==> config.mk <==
export PLATFORM = sky130hd
export DESIGN_NAME = actor_motion
export DESIGN_NICKNAME = d
export VERILOG_FILES = /design/src/rtl/actor_pkg.sv /design/src/rtl/sat_add.sv /design/src/rtl/actor_motion.sv
export SDC_FILE = /design/constraint.sdc
export NUM_CORES = 1
export LEC_CHECK = 0
export CORE_AREA = 8 8 113 115
export CTS_CLUSTER_DIAMETER = 120
export DETAILED_ROUTE_END_ITERATION = 6
export DIE_AREA = 0 0 121 123
export DONT_BUFFER_PORTS = 1
export HOLD_SLACK_MARGIN = 0.15
export PLACE_DENSITY = 0.78
export SKIP_LAST_GASP = 1
export SYNTH_ARGS = -nofsm -noshare
export SYNTH_HDL_FRONTEND = slang
export SYNTH_HIERARCHICAL = 1
export SYNTH_SLANG_ARGS = --single-unit
==> constraint.sdc <==
create_clock -name clk -period 3.8 [get_ports clk]
set_clock_uncertainty 0.15 [all_clocks]
set_input_delay 0.76 -clock clk [delete_from_list [all_inputs] [get_ports clk]]
set_output_delay 0.76 -clock clk [all_outputs]
set_load 0.02 [all_outputs]
==> src/rtl/actor_pkg.sv <==
// Shared motion-state and velocity types for the actor, bomb and turn controller.
package actor_pkg;

  localparam int VEL_BITS = 5;

  typedef logic signed [VEL_BITS-1:0] vel_t;

  typedef enum logic [1:0] {
    GROUNDED = 2'd0,
    AIRBORNE = 2'd1,
    KNOCKED  = 2'd2
  } motion_t;

endpackage

==> src/rtl/sat_add.sv <==
// Signed add of two velocities, clamped to +/-V_MAX.
module sat_add #(
  parameter int VEL_W = 5,
  parameter int V_MAX = 7
) (
  input  logic signed [VEL_W-1:0] i_a,
  input  logic signed [VEL_W-1:0] i_b,
  output logic signed [VEL_W-1:0] o_sum
);

  localparam logic signed [VEL_W:0] W_MAX = (VEL_W+1)'(V_MAX);
  localparam logic signed [VEL_W:0] W_MIN = (VEL_W+1)'(-V_MAX);

  logic signed [VEL_W:0] w_full;

  assign w_full = {i_a[VEL_W-1], i_a} + {i_b[VEL_W-1], i_b};

  always_comb begin
    o_sum = w_full[VEL_W-1:0];
    if (w_full > W_MAX)
      o_sum = W_MAX[VEL_W-1:0];
    else if (w_full < W_MIN)
      o_sum = W_MIN[VEL_W-1:0];
  end

endmodule

==> src/rtl/actor_motion.sv <==
// Per-actor kinematics: position, velocity, facing and motion state, advanced on frame_tick.
module actor_motion
  import actor_pkg::*;
#(
  parameter int POS_W    = 10,
  parameter int VEL_W    = 5,
  parameter int X_MIN    = 5,
  parameter int X_MAX    = 634,
  parameter int Y_MIN    = 5,
  parameter int Y_MAX    = 474,
  parameter int X_START  = 320,
  parameter int Y_START  = 200,
  parameter int V_MAX    = 7,
  parameter int GRAV_DIV = 6,
  parameter int MOVE_DIV = 6,
  parameter int JUMP_DIV = 32,
  parameter int JUMP_V   = 4
) (
  input  logic                    clk,
  input  logic                    reset,
  input  logic                    frame_tick,
  input  logic                    active,
  input  logic                    key_left,
  input  logic                    key_right,
  input  logic                    key_jump,
  input  logic                    hit_down,
  input  logic                    hit_up,
  input  logic                    hit_left,
  input  logic                    hit_right,
  input  logic                    knock_valid,
  input  logic signed [VEL_W-1:0] knock_vx,
  input  logic signed [VEL_W-1:0] knock_vy,
  output logic [POS_W-1:0]        pos_x,
  output logic [POS_W-1:0]        pos_y,
  output logic signed [VEL_W-1:0] vel_x,
  output logic signed [VEL_W-1:0] vel_y,
  output logic                    facing,
  output motion_t                 state
);

  localparam int GW = $clog2(GRAV_DIV + 1);
  localparam int MW = $clog2(MOVE_DIV + 1);
  localparam int JW = $clog2(JUMP_DIV + 1);
  localparam int PW = POS_W + 2;
  localparam logic signed [VEL_W-1:0] V_ONE  = VEL_W'(1);
  localparam logic signed [VEL_W-1:0] V_NEG1 = '1;
  localparam logic signed [VEL_W-1:0] V_JUMP = VEL_W'(-JUMP_V);

  logic [POS_W-1:0]        r_px, r_py;
  logic signed [VEL_W-1:0] r_vx, r_vy;
  logic                    r_face;
  motion_t                 r_state;
  logic [GW-1:0]           r_grav;
  logic [MW-1:0]           r_move;
  logic [JW-1:0]           r_jump;
  logic                    r_kpend;
  logic signed [VEL_W-1:0] r_kvx, r_kvy;

  logic signed [VEL_W-1:0] w_kx_base, w_ky_base, w_kx_sum, w_ky_sum;
  logic signed [VEL_W-1:0] w_vy_grav, w_step_b, w_vx_step;
  logic signed [VEL_W-1:0] w_vx, w_vy, w_vx_sat, w_vy_sat, w_vx_n, w_vy_n;
  logic [MW-1:0]           w_move_inc, w_move;
  logic [JW-1:0]           w_jump_inc, w_jump;
  logic [GW-1:0]           w_grav;
  logic                    w_face, w_emb;
  motion_t                 w_st, w_st_n;
  logic signed [PW-1:0]    w_nx, w_ny;
  logic [POS_W-1:0]        w_px_n, w_py_n;

  // A knock arriving with frame_tick starts a fresh pending impulse for the next tick.
  assign w_kx_base = frame_tick ? '0 : r_kvx;
  assign w_ky_base = frame_tick ? '0 : r_kvy;
  assign w_step_b  = key_left ? V_NEG1 : V_ONE;

  sat_add #(.VEL_W(VEL_W), .V_MAX(V_MAX)) u_knock_x (.i_a(w_kx_base), .i_b(knock_vx), .o_sum(w_kx_sum));
  sat_add #(.VEL_W(VEL_W), .V_MAX(V_MAX)) u_knock_y (.i_a(w_ky_base), .i_b(knock_vy), .o_sum(w_ky_sum));
  sat_add #(.VEL_W(VEL_W), .V_MAX(V_MAX)) u_grav    (.i_a(r_vy),      .i_b(V_ONE),    .o_sum(w_vy_grav));
  sat_add #(.VEL_W(VEL_W), .V_MAX(V_MAX)) u_step    (.i_a(r_vx),      .i_b(w_step_b), .o_sum(w_vx_step));
  sat_add #(.VEL_W(VEL_W), .V_MAX(V_MAX)) u_sat_x   (.i_a(w_vx),      .i_b('0),       .o_sum(w_vx_sat));
  sat_add #(.VEL_W(VEL_W), .V_MAX(V_MAX)) u_sat_y   (.i_a(w_vy),      .i_b('0),       .o_sum(w_vy_sat));

  assign w_move_inc = (r_move == MW'(MOVE_DIV)) ? r_move : r_move + MW'(1);
  assign w_jump_inc = (r_jump == JW'(JUMP_DIV)) ? r_jump : r_jump + JW'(1);

  always_comb begin
    w_vx   = r_vx;
    w_vy   = r_vy;
    w_st   = r_state;
    w_face = r_face;
    w_grav = r_grav;
    w_move = w_move_inc;
    w_jump = w_jump_inc;
    w_emb  = 1'b0;
    if (r_kpend) begin
      w_vx = r_kvx;
      w_vy = r_kvy;
      w_st = KNOCKED;
    end else begin
      if (r_state != GROUNDED) begin
        if (r_grav == GW'(GRAV_DIV - 1)) begin
          w_vy   = w_vy_grav;
          w_grav = '0;
        end else begin
          w_grav = r_grav + GW'(1);
        end
      end else begin
        w_grav = '0;
      end
      if (active && r_state != KNOCKED) begin
        if (w_move_inc == MW'(MOVE_DIV) && (key_left ^ key_right)) begin
          w_vx   = w_vx_step;
          w_face = key_left;
          w_move = '0;
        end
        if (r_state == GROUNDED && !key_left && !key_right)
          w_vx = '0;
        if (r_state == GROUNDED && key_jump && w_jump_inc == JW'(JUMP_DIV)) begin
          w_vy   = V_JUMP;
          w_st   = AIRBORNE;
          w_jump = '0;
        end
      end
    end
    if ((hit_left && w_vx < 0) || (hit_right && w_vx > 0))
      w_vx = '0;
    if (hit_up && w_vy < 0)
      w_vy = '0;
    if (hit_down && w_vy >= 0) begin
      w_vy = '0;
      w_st = GROUNDED;
    end
    if (hit_down && hit_up) begin
      w_vy  = '0;
      w_emb = 1'b1;
    end
    if (!hit_down && w_st == GROUNDED)
      w_st = AIRBORNE;
  end

  // Position integrates the velocity held before this tick; the new velocity moves it next tick.
  assign w_nx = PW'({2'b00, r_px}) + PW'(r_vx);
  assign w_ny = PW'({2'b00, r_py}) + PW'(r_vy) - PW'({1'b0, w_emb});

  always_comb begin
    w_px_n = w_nx[POS_W-1:0];
    w_py_n = w_ny[POS_W-1:0];
    w_vx_n = w_vx_sat;
    w_vy_n = w_vy_sat;
    w_st_n = w_st;
    if (w_nx < PW'(X_MIN)) begin
      w_px_n = POS_W'(X_MIN);
      w_vx_n = V_ONE;
    end else if (w_nx > PW'(X_MAX)) begin
      w_px_n = POS_W'(X_MAX);
      w_vx_n = V_NEG1;
    end
    if (w_ny < PW'(Y_MIN)) begin
      w_py_n = POS_W'(Y_MIN);
      w_vy_n = V_ONE;
    end else if (w_ny > PW'(Y_MAX)) begin
      w_py_n = POS_W'(Y_MAX);
      w_vy_n = V_NEG1;
      w_st_n = GROUNDED;
    end
  end

  always_ff @(posedge clk or posedge reset) begin
    if (reset) begin
      r_px    <= POS_W'(X_START);
      r_py    <= POS_W'(Y_START);
      r_vx    <= '0;
      r_vy    <= '0;
      r_face  <= 1'b0;
      r_state <= AIRBORNE;
      r_grav  <= '0;
      r_move  <= '0;
      r_jump  <= '0;
      r_kpend <= 1'b0;
      r_kvx   <= '0;
      r_kvy   <= '0;
    end else begin
      if (frame_tick) begin
        r_px    <= w_px_n;
        r_py    <= w_py_n;
        r_vx    <= w_vx_n;
        r_vy    <= w_vy_n;
        r_face  <= w_face;
        r_state <= w_st_n;
        r_grav  <= w_grav;
        r_move  <= w_move;
        r_jump  <= w_jump;
      end
      if (knock_valid) begin
        r_kpend <= 1'b1;
        r_kvx   <= w_kx_sum;
        r_kvy   <= w_ky_sum;
      end else if (frame_tick) begin
        r_kpend <= 1'b0;
        r_kvx   <= '0;
        r_kvy   <= '0;
      end
    end
  end

  assign pos_x = r_px;
  assign pos_y = r_py;
  assign vel_x = r_vx;
  assign vel_y = r_vy;
  assign facing = r_face;
  assign state = r_state;

endmodule

==> flow_metrics.py <==
metrics = {
    "status": {
        "outcome": "completed",
    },
    "sta": {
        "finalHoldViolCount": 0,
        "period_minus_slack_ns": 3.77,
        "period_share_pct": 99.2,
        "worst_pin_slew_ns": 0.900,
        "max-slew-margin-rel_pct": 39.9,
        "rsz0062_at_grt": "true",
        "final-setup-viol-count": 0,
        "slew_viol_final": 0,
        "max_freq_mhz": 265,
        "worst_slack_ns": 0.0322,
    },
    "die": {
        "io_pins": 55,
        "fp-row-count": 39,
        "die-area_um2": 14900,
        "dieWidth_um": 121,
        "start_util_pct": 58.2,
        "die_h_um": 123,
        "core_area_um2": 11100,
    },
    "setup_path": {
        "critPathKind": "register to register",
        "reg2regPathDepth": 16,
        "critPathLaunchType": "register",
        "critical_path_arrival_ns": 3.80,
        "end_kind": "register",
        "cp_max_fo": 3,
        "rrSetupSlack_ns": 0.03,
        "cp-endpoint": "vel_y[0]$_DFFE_PP0P_",
        "startpoint": "vel_y[0]$_DFFE_PP0P_",
        "r2r_start": "vel_y[0]$_DFFE_PP0P_",
        "r2r_end": "vel_y[0]$_DFFE_PP0P_",
        "cp_data_required_time_ns": 3.83,
    },
    "yosys": {
        "synth_flop_cell": "dfrtp_1",
        "ys_async_sr_fraction_pct": 100,
        "synthesis.area_um2": 6440,
        "synthCells": 767,
        "yosysSeqAreaShare_pct": 21.9,
        "ys_types": 76,
        "yosysWarnings": 6,
        "synth-seq-cells": 56,
        "avgSynthCellArea_um2": 8.40,
        "synth_edf_count": 0,
    },
    "worst_hold_path": {
        "hold_class": "register to register",
    },
    "routing": {
        "wl_um": 17600,
        "vias": 6350,
        "viasPerCell": 6.50,
        "drc": 0,
        "first_pass_iters": 4,
        "routedWlPerCell_um": 18.0,
        "first_iter_violations": 429,
        "ant_nets": 0,
    },
    "place": {
        "place_hpwl_um": 13200,
        "place.gp.congestion": 0.948,
        "place_ws_ns": -0.143,
        "io_buffers": 0,
    },
    "global_route": {
        "grt_overflow": 0,
        "antenna_found_initial": 0,
        "grt_max_degree": 48,
        "grt_pass1_vias": 6111,
        "grt_use_total_pct": 22.3,
        "grt_pass1_wl_um": 27900,
    },
    "cts": {
        "cts_htree_levels": 2,
        "cts_sinks": 56,
        "insertion_delay_ns": 0.30,
        "clk_pin_slew_ns": 0.07,
        "clock-root-buffer": "clkbuf_16",
        "clk_path_buf_depth": 2,
        "cts_tree": "yes",
        "hold_buffers": 0,
        "cts_buffers": 5,
    },
    "cells_and_area": {
        "fin_util_pct": 68.3,
        "antennaDiodeCount": 0,
        "synthToLayoutAreaGrowth_pct": 17.4,
        "fin_nets": 929,
        "layout-drive-gt1-share_pct": 21.5,
        "final_cell_mix": "inv_1 (68), buf_4 (68), ha_1 (60)",
    },
    "flow_run": {
        "cap_violations": 0,
    },
}
-- cell usage after synthesis, drive strengths merged (3+ instances only) --
cell | number | area (um2)
a21o | 15 | 113
a21oi | 37 | 185
a22o | 3 | 26.3
o31ai | 4 | 43.8
buf | 6 | 32.5
nor2 | 38 | 143
inv | 71 | 267
nand3b | 4 | 30.0
a2111oi | 11 | 96.3
and3 | 8 | 80.1
xnor2 | 14 | 123
o221ai | 13 | 120
nor3 | 12 | 60.1
a2bb2oi | 6 | 52.6
o21a | 14 | 105
o22ai | 18 | 113
o2bb2ai | 5 | 43.8
mux2i | 12 | 120
or2 | 4 | 25.0
o211ai | 11 | 82.6
nor2b | 16 | 108
a211o | 7 | 61.3
dfrtp | 50 | 1250
a22oi | 8 | 90.1
nand3 | 34 | 170
and2 | 9 | 56.3
nand4 | 3 | 18.8
or3 | 9 | 86.3
dfstp | 6 | 158
o21ai | 42 | 210
fa | 9 | 180
nand2 | 49 | 184
clkbuf | 21 | 78.8
ha | 65 | 813
o311ai | 4 | 42.6
nor3b | 12 | 90.1
o2111ai | 7 | 61.3
nand2b | 9 | 56.3
o21bai | 8 | 60.1
xor2 | 8 | 70.1
mux2 | 15 | 173
a21boi | 8 | 60.1
a31oi | 3 | 18.8
a211oi | 29 | 218
-- logic make-up after synthesis --
group | count (synthesis) | synth area share (%)
AND/OR/NAND/NOR | 217 | 18.5
adder cells (fa/ha/maj) | 74 | 15.4
other | 2 | 0.117
AO/OA/AOI/OAI | 271 | 30.7
buffers and inverters | 98 | 5.86
multiplexers | 27 | 4.54
flip-flops | 56 | 21.9
XOR/XNOR | 22 | 2.99
-- worst min path at each step --
stage / startpoint / to / slack, ns / cells past startpoint
final: r_grav[0]$_DFFE_PP0P_ / r_grav[0]$_DFFE_PP0P_ / 0.37 / 1
after global routing: frame_tick / pos_y[9]$_DFFE_PP0P_ / 0.37 / 1
after CTS: frame_tick / state[0]$_DFFE_PP1P_ / 0.37 / 1
after detailed placement: r_grav[0]$_DFFE_PP0P_ / r_grav[0]$_DFFE_PP0P_ / 0.36 / 1
after global placement: r_grav[0]$_DFFE_PP0P_ / r_grav[0]$_DFFE_PP0P_ / 0.34 / 1
after floorplan: r_grav[0]$_DFFE_PP0P_ / r_grav[0]$_DFFE_PP0P_ / 0.33 / 1
-- layout make-up --
cell class	instances	area, um2
multi-input cells	630	4990
fillers	863	3510
flip-flops and latches	56	1410
repair buffers	69	531
inverters	71	267
well taps	143	179
clock buffers	6	129
clock inverters	2	60.1
-- critical path: stages (launching register included) --
cell	delay [ns]
dfrtp_1	0.43
ha_4	0.19
fa_2	0.37
and3_4	0.19
or3_4	0.34
buf_4	0.15
a211oi_1	0.23
a2bb2oi_1	0.10
mux2i_1	0.14
nor2_1	0.06
a22oi_2	0.19
nor2_1	0.08
ha_1	0.33
inv_1	0.08
o2111ai_1	0.13
a2bb2oi_2	0.16
o32a_1	0.34
-- per-stage QoR --
stage                     std cells  area, um2  hold WS [ns]  TNS [ns]
after global routing            977       7570         0.373    -0.352
after floorplan                 784       6550         0.330         0
after CTS                       968       7300         0.367   -0.0185
final                           977       7570         0.374         0
after detailed placement        960       7070         0.356     -1.12
after global placement          960       7070         0.343    -0.156
-- registers in the layout, summed over array words and instances, names as in the netlist --
register and count:
r_jump 6, r_kvx 5, pos_x 10, r_kpend 1, vel_y 5, state 2, facing 1, pos_y 10
r_grav 3, r_kvy 5, r_move 3, vel_x 5
-- timing repair --
item,4_1_cts,5_1_grt
buffers inserted,0,9
resized for setup,11,48
pin swaps,6,24
setup endpoints to repair,7,20
hold endpoints to repair,0,0
-- per-layer routing --
metal / GRT usage [%] / routed length (um)
met1: 25.9 / 7310
met2: 40.0 / 9010
met3: 3.47 / 840
met4: 9.29 / 426
met5: 0 / 0
Power is left out: the tool's default activity adds up to more than one toggle a clock period on the data nets, which glitch-free logic cannot reach.
